`src/rtl/mips_pkg.sv`:
```
// Shared MIPS register-file types and widths used by the writeback path.
package mips_pkg;

  localparam int unsigned REG_ADDR_W = 5;
  localparam int unsigned DATA_W     = 32;
  localparam int unsigned NUM_REGS   = 32;

  localparam logic [REG_ADDR_W-1:0] REG_ZERO = 5'd0;

  typedef struct packed {
    logic [REG_ADDR_W-1:0] addr;
    logic [DATA_W-1:0]     data;
  } wb_rec_t;

  localparam int unsigned WB_REC_W = $bits(wb_rec_t);

endpackage

```
`src/rtl/wb_result_fifo.sv`:
```
// Small circular FIFO holding mult/div writeback records until the write port is free.
module wb_result_fifo #(
  parameter int unsigned Depth = 4,
  parameter int unsigned Width = 37
) (
  input  logic                     clk_i,
  input  logic                     rst_ni,
  input  logic                     push_i,
  input  logic                     pop_i,
  input  logic [Width-1:0]         wdata_i,
  output logic [Width-1:0]         rdata_o,
  output logic                     full_o,
  output logic                     empty_o,
  output logic [$clog2(Depth):0]   count_o
);

  localparam int unsigned PtrW = $clog2(Depth);
  localparam int unsigned CntW = PtrW + 1;

  logic [Width-1:0] mem_q [Depth];
  logic [PtrW-1:0]  wptr_q, wptr_d;
  logic [PtrW-1:0]  rptr_q, rptr_d;
  logic [CntW-1:0]  cnt_q, cnt_d;
  logic             push_ok, pop_ok;

  assign full_o  = (cnt_q == CntW'(Depth));
  assign empty_o = (cnt_q == '0);
  assign push_ok = push_i && !full_o;
  assign pop_ok  = pop_i && !empty_o;
  assign rdata_o = mem_q[rptr_q];
  assign count_o = cnt_q;

  // Depth is a power of two, so pointers wrap naturally at PtrW bits.
  always_comb begin
    wptr_d = wptr_q;
    rptr_d = rptr_q;
    cnt_d  = cnt_q;
    if (push_ok) wptr_d = wptr_q + PtrW'(1);
    if (pop_ok)  rptr_d = rptr_q + PtrW'(1);
    unique case ({push_ok, pop_ok})
      2'b10:   cnt_d = cnt_q + CntW'(1);
      2'b01:   cnt_d = cnt_q - CntW'(1);
      default: cnt_d = cnt_q;
    endcase
  end

  always_ff @(posedge clk_i or negedge rst_ni) begin
    if (!rst_ni) begin
      wptr_q <= '0;
      rptr_q <= '0;
      cnt_q  <= '0;
    end else begin
      wptr_q <= wptr_d;
      rptr_q <= rptr_d;
      cnt_q  <= cnt_d;
    end
  end

  always_ff @(posedge clk_i) begin
    if (push_ok) mem_q[wptr_q] <= wdata_i;
  end

endmodule

```
`src/rtl/regfile_write_arbiter.sv`:
```
// Register-file write port owner: arbitrates pipeline writeback against queued mult/div results,
// tracks outstanding long-latency destinations and forces a drain slot when the queue starves.
module regfile_write_arbiter
  import mips_pkg::*;
#(
  parameter int unsigned DEPTH      = 4,
  parameter int unsigned STARVE_MAX = 8
) (
  input  logic                    clk,
  input  logic                    rst_n,
  input  logic                    wbValid,
  input  logic [REG_ADDR_W-1:0]   wbAddr,
  input  logic [DATA_W-1:0]       wbData,
  input  logic                    mdValid,
  output logic                    mdReady,
  input  logic [REG_ADDR_W-1:0]   mdAddr,
  input  logic [DATA_W-1:0]       mdData,
  input  logic                    issueValid,
  input  logic [REG_ADDR_W-1:0]   issueAddr,
  input  logic [REG_ADDR_W-1:0]   query1,
  input  logic [REG_ADDR_W-1:0]   query2,
  output logic                    pending1,
  output logic                    pending2,
  output logic                    stallReq,
  output logic [REG_ADDR_W-1:0]   writeAddr,
  output logic [DATA_W-1:0]       writeData,
  output logic                    writeEn,
  output logic [$clog2(DEPTH):0]  fifoCount
);

  localparam int unsigned StarveW = $clog2(STARVE_MAX + 1);

  wb_rec_t md_rec, head;
  logic    full, empty, sel_fifo;

  logic                  we_q, we_d;
  logic [REG_ADDR_W-1:0] waddr_q, waddr_d;
  logic [DATA_W-1:0]     wdata_q, wdata_d;
  logic [NUM_REGS-1:0]   sb_q, sb_d;
  logic [StarveW-1:0]    starve_q, starve_d;
  logic                  stall_q, stall_d;

  assign md_rec   = '{addr: mdAddr, data: mdData};
  assign mdReady  = !full;
  assign sel_fifo = !wbValid && !empty;

  wb_result_fifo #(
    .Depth (DEPTH),
    .Width (WB_REC_W)
  ) u_fifo (
    .clk_i   (clk),
    .rst_ni  (rst_n),
    .push_i  (mdValid),
    .pop_i   (sel_fifo),
    .wdata_i (md_rec),
    .rdata_o (head),
    .full_o  (full),
    .empty_o (empty),
    .count_o (fifoCount)
  );

  // Unselected cycles keep the last address/data so the port only toggles on real writes.
  always_comb begin
    we_d    = 1'b0;
    waddr_d = waddr_q;
    wdata_d = wdata_q;
    if (wbValid) begin
      we_d    = (wbAddr != REG_ZERO);
      waddr_d = wbAddr;
      wdata_d = wbData;
    end else if (sel_fifo) begin
      we_d    = (head.addr != REG_ZERO);
      waddr_d = head.addr;
      wdata_d = head.data;
    end
  end

  // Issue is applied after the pop clear so a same-cycle set survives.
  always_comb begin
    sb_d = sb_q;
    if (sel_fifo)   sb_d[head.addr] = 1'b0;
    if (issueValid) sb_d[issueAddr] = 1'b1;
    sb_d[0] = 1'b0;
  end

  always_comb begin
    starve_d = starve_q;
    stall_d  = 1'b0;
    if (empty || sel_fifo) begin
      starve_d = '0;
    end else if (wbValid) begin
      starve_d = starve_q + StarveW'(1);
    end
    if (starve_d == StarveW'(STARVE_MAX)) begin
      stall_d  = 1'b1;
      starve_d = '0;
    end
  end

  always_ff @(posedge clk or negedge rst_n) begin
    if (!rst_n) begin
      we_q     <= 1'b0;
      waddr_q  <= '0;
      wdata_q  <= '0;
      sb_q     <= '0;
      starve_q <= '0;
      stall_q  <= 1'b0;
    end else begin
      we_q     <= we_d;
      waddr_q  <= waddr_d;
      wdata_q  <= wdata_d;
      sb_q     <= sb_d;
      starve_q <= starve_d;
      stall_q  <= stall_d;
    end
  end

  assign writeEn   = we_q;
  assign writeAddr = waddr_q;
  assign writeData = wdata_q;
  assign stallReq  = stall_q;
  assign pending1  = sb_q[query1];
  assign pending2  = sb_q[query2];

endmodule

```
`config.mk`:
```
export PLATFORM = sky130hd
export DESIGN_NAME = regfile_write_arbiter
export DESIGN_NICKNAME = d
export VERILOG_FILES = /design/src/rtl/mips_pkg.sv /design/src/rtl/wb_result_fifo.sv /design/src/rtl/regfile_write_arbiter.sv
export SDC_FILE = /design/constraint.sdc
export NUM_CORES = 1
export LEC_CHECK = 0
export BUFFER_PORTS_ARGS = -buffer_cell sky130_fd_sc_hd__buf_2
export CAP_MARGIN = 20
export CORE_ASPECT_RATIO = 1.4
export CORE_MARGIN = 3
export CORE_UTILIZATION = 30
export CTS_CLUSTER_DIAMETER = 60
export CTS_CLUSTER_SIZE = 10
export DETAILED_ROUTE_END_ITERATION = 8
export PLACE_DENSITY_LB_ADDON = 0.12
export SYNTH_ARGS = -nofsm -noshare
export SYNTH_HDL_FRONTEND = slang
export SYNTH_HIERARCHICAL = 1
export SYNTH_SLANG_ARGS = --single-unit
```
`constraint.sdc`:
```
create_clock -name clk -period 4.1 [get_ports clk]
set_clock_uncertainty 0.05 [all_clocks]
set_input_delay 0.41 -clock clk [delete_from_list [all_inputs] [get_ports clk]]
set_output_delay 0.41 -clock clk [all_outputs]
set_load 0.02 [all_outputs]
```
==> metrics.cfg <==
[status]
outcome=completed

[clock_network]
clkSlewWorstSetupHoldPaths_ns=0.06
cts_resized=0
cts_root_buf=sky130_fd_sc_hd__clkbuf_16
hold_buf_cts=1
cts_setup_buffers=0
h_tree_levels=1
clk_latency_ns=0.53
cts_tree=yes
clkSinkCount=229
clock_path_buffers=3
cts_buf_count=28

[final_layout]
layout_overhead_on_the_synthesized_area_pct=20.44
design.final.nets=861
final_core_utilization_pct=37.11
layout-drive-gt1-share_pct=29.92
mostFrequentLayoutCells=sky130_fd_sc_hd__edfxtp_1, sky130_fd_sc_hd__buf_2, sky130_fd_sc_hd__o21ai_0
layout.cells.most_common=sky130_fd_sc_hd__edfxtp_1

[timing]
fin_hold_ws_ns=0.03806
maxSlewViolCount=0
final_critical_path_setup_slack_ns=1.455
rsz_0062_raised_after_global_routing=false
period_minus_slack_ns=2.645
worst_slew_margin_rel_pct=28.68
fin_setup_tns_ns=0
timing.fmax_mhz=378.1
final_hold_viol_count=0
final-setup-viol-count=0
max_slew.worst_pin.slew_ns=1.070
layout_worst_path_cycle_share_pct=64.51

[min_path]
whs_path_depth=3
min-delay-path-class=primary input to flop
worst_hold_startpoint=wbData[27]
timing.hold.worst_endpoint=writeData[27]$_DFFE_PN0P_

[drt]
drtIter0Drc=305
postRouteAntennaNets=0
wl_met1_microns=9490
drcViolationCount=0
dr.pass1.iters=4
routed-wl-met3_microns=1357
top_layer_used=met5
drt-wirelength-per-cell_microns=20.48
total_via_count_after_detailed_routing=5837
met2_routed_wl_microns=12660
detail_route.wirelength_microns=24030
routed_via_density=4.976

[synth]
synth_edf_count=148
yosysWarningCount=6
proportion_of_synthesized_flip_flops_having_asynchronous_set_or_reset_pct=35.37
syn-instance-count=614
syn-mean-instance-area_sq_um=15.65
ys_ff_latch=229
flip_flop_cell_with_the_highest_count_after_synthesis=sky130_fd_sc_hd__edfxtp_1
synthesis.nets=715
post_synth_instance_area_sq_um=9612
synth.lib_cells_used.distinct=43
sequential_to_total_area_share_from_yosys_stat_pct=67.33

[grt]
residual_overflow_from_global_routing=0
grt_pass1_wl_microns=36700
grt_usage_pct=13.94
maximum_number_of_pins_on_one_net_before_global_route_repair=78
antenna_found_initial=6
via_count_of_the_first_global_routing_pass=6339

[critical_path]
reg2regPathDepth=4
timing.critical_path.required_ns=4.45
crit-reg2reg-launch=u_fifo/rptr_q[0]$_DFFE_PN0P_
timing.setup.critical_path_class=flop to flop
r2r_endpoint=writeEn$_DFF_PN0_
timing.critical_path.fanout_max=39
start_kind=flop
crit_chain=mux4_2 > or3_1 > o31ai_1 > nand2_1
crit_path_max_incr_delay_ns=0.97
arrival_ns=3.00
setup.worst_path.end_class=flop
crit_slowest_cell=sky130_fd_sc_hd__dfrtp_4
setup.reg_to_reg.worst_slack_ns=1.46

[floorplan]
dieArea_sq_um=34250
fp.dieW_microns=157.3
design.core.area_sq_um=31190
start_util_pct=30.82
top_level_ports=139
die_extent_in_y_microns=217.8
placement_rows=76

[power]
combPwrFrac_pct=28.3
sw_frac_of_total_pct=32.49
power.clock.fraction_pct=27.8
vdd.ir_drop.worst_v=0.0003460
leakagePower_nw=4.353
pint_mw=5.573
switching_component_of_the_power_mw=2.683
cellPowerDensity_nw_per_um2=713.2
sequentialPowerShare_pct=43.9

[placement]
gpl.final_weighted_congestion=0.8570
port_buffers=138
hpwl_microns=15930
dp_worst_setup_slack_ns=1.407

[flow_run]
max_cap_violations=0

-- flip-flops by register name, summed over array words and instances (netlist names) --
name            cells
u_fifo/mem_q      148
writeData          32
sb_q               31
writeAddr           5
starve_q            4
u_fifo/count_o      3
u_fifo/rptr_q       2
u_fifo/wptr_q       2
stallReq            1
writeEn             1
-- cells in the mapped netlist, types with 3 or more instances --
cell type	n	area share [%]
sky130_fd_sc_hd__inv_1	10	0.39
sky130_fd_sc_hd__nand2_1	47	1.8
sky130_fd_sc_hd__mux2i_1	55	5.7
sky130_fd_sc_hd__nand2b_1	5	0.33
sky130_fd_sc_hd__a22oi_1	4	0.31
sky130_fd_sc_hd__nand3_1	13	0.68
sky130_fd_sc_hd__buf_1	3	0.12
sky130_fd_sc_hd__mux4_2	41	9.6
sky130_fd_sc_hd__or3b_2	3	0.27
sky130_fd_sc_hd__nor2b_1	3	0.20
sky130_fd_sc_hd__nand3b_1	10	0.78
sky130_fd_sc_hd__nor2_1	13	0.51
sky130_fd_sc_hd__edfxtp_1	148	46
sky130_fd_sc_hd__buf_4	4	0.31
sky130_fd_sc_hd__ha_1	6	0.78
sky130_fd_sc_hd__a21oi_1	6	0.31
sky130_fd_sc_hd__buf_2	6	0.31
sky130_fd_sc_hd__dfrtp_1	81	21
sky130_fd_sc_hd__and2_1	4	0.26
sky130_fd_sc_hd__xnor2_1	5	0.46
sky130_fd_sc_hd__clkbuf_1	8	0.31
sky130_fd_sc_hd__xor2_1	3	0.27
sky130_fd_sc_hd__buf_6	9	1.1
sky130_fd_sc_hd__o21ai_0	101	5.3
-- worst max-delay path, delay by kind of cell (launching register included) --
kind            cells  cell delay, ns
flops               1            0.97
mux                 1            0.70
simple gates        2            0.54
compound gates      1            0.24
-- final cells by class --
| type | instances | area, sq um |
|---|---|---|
| inverters | 10 | 37.54 |
| clock buffers | 48 | 807.0 |
| well taps | 390 | 488.0 |
| repair buffers | 146 | 805.8 |
| diodes | 1 | 2.502 |
| fillers | 2979 | 19610 |
| clock inverters | 4 | 48.80 |
| multi-input cells | 345 | 2910 |
| flip-flops and latches | 229 | 6476 |
-- power by group through the flow --
stage / registers (mW) / logic [mW] / clock network (mW)
3_5_place_dp: 3.70 / 2.39 / 0
2_1_floorplan: 3.57 / 1.62 / 0
5_1_grt: 3.73 / 2.56 / 2.47
3_3_place_gp: 3.67 / 2.28 / 0
6_report: 3.63 / 2.34 / 2.29
4_1_cts: 3.66 / 2.40 / 2.37
-- routing by layer --
metal	track usage [%]	vias to the layer above
li1	-	2655
met1	16.93	2970
met2	25.09	165
met3	3.097	39
met4	3.329	8
met5	0	-
-- kinds of logic (layout without fill, tap and decap cells) --
logic type               count (synthesis)  count (layout)  synth area share, %
multiplexers                            99              99                16.00
other                                    0               1                    0
AO/OA/AOI/OAI                          120             120                6.613
flip-flops                             229             229                67.33
adder cells (fa/ha/maj)                  7               7               0.9893
AND/OR/NAND/NOR                        111             111                5.845
XOR/XNOR                                 8               8               0.7290
buffers and inverters                   40             208                2.499
-- worst max path at each step --
stage | slack [ns] | cells after the start | to | from
floorplan | 1.81 | 3 | u_fifo/mem_q[0][0]$_DFFE_PP_ | u_fifo/count_o[2]$_DFFE_PN0P_
global placement | 1.42 | 4 | writeEn$_DFF_PN0_ | u_fifo/rptr_q[0]$_DFFE_PN0P_
detailed placement | 1.41 | 4 | sb_q[17]$_DFF_PN0_ | u_fifo/rptr_q[0]$_DFFE_PN0P_
CTS | 1.38 | 4 | writeEn$_DFF_PN0_ | u_fifo/rptr_q[0]$_DFFE_PN0P_
global route | 1.27 | 4 | sb_q[13]$_DFF_PN0_ | u_fifo/rptr_q[0]$_DFFE_PN0P_
finish | 1.46 | 4 | writeEn$_DFF_PN0_ | u_fifo/rptr_q[0]$_DFFE_PN0P_
-- per-stage QoR --
stage | total power, mW | cell area [sq um] | std cells
3_3_place_gp | 5.951 | 10630 | 1115
6_report | 8.256 | 11580 | 1173
2_1_floorplan | 5.191 | 9612 | 614
5_1_grt | 8.764 | 11570 | 1172
3_5_place_dp | 6.090 | 10710 | 1119
4_1_cts | 8.423 | 11570 | 1172
(Power assumes the default switching activity.)
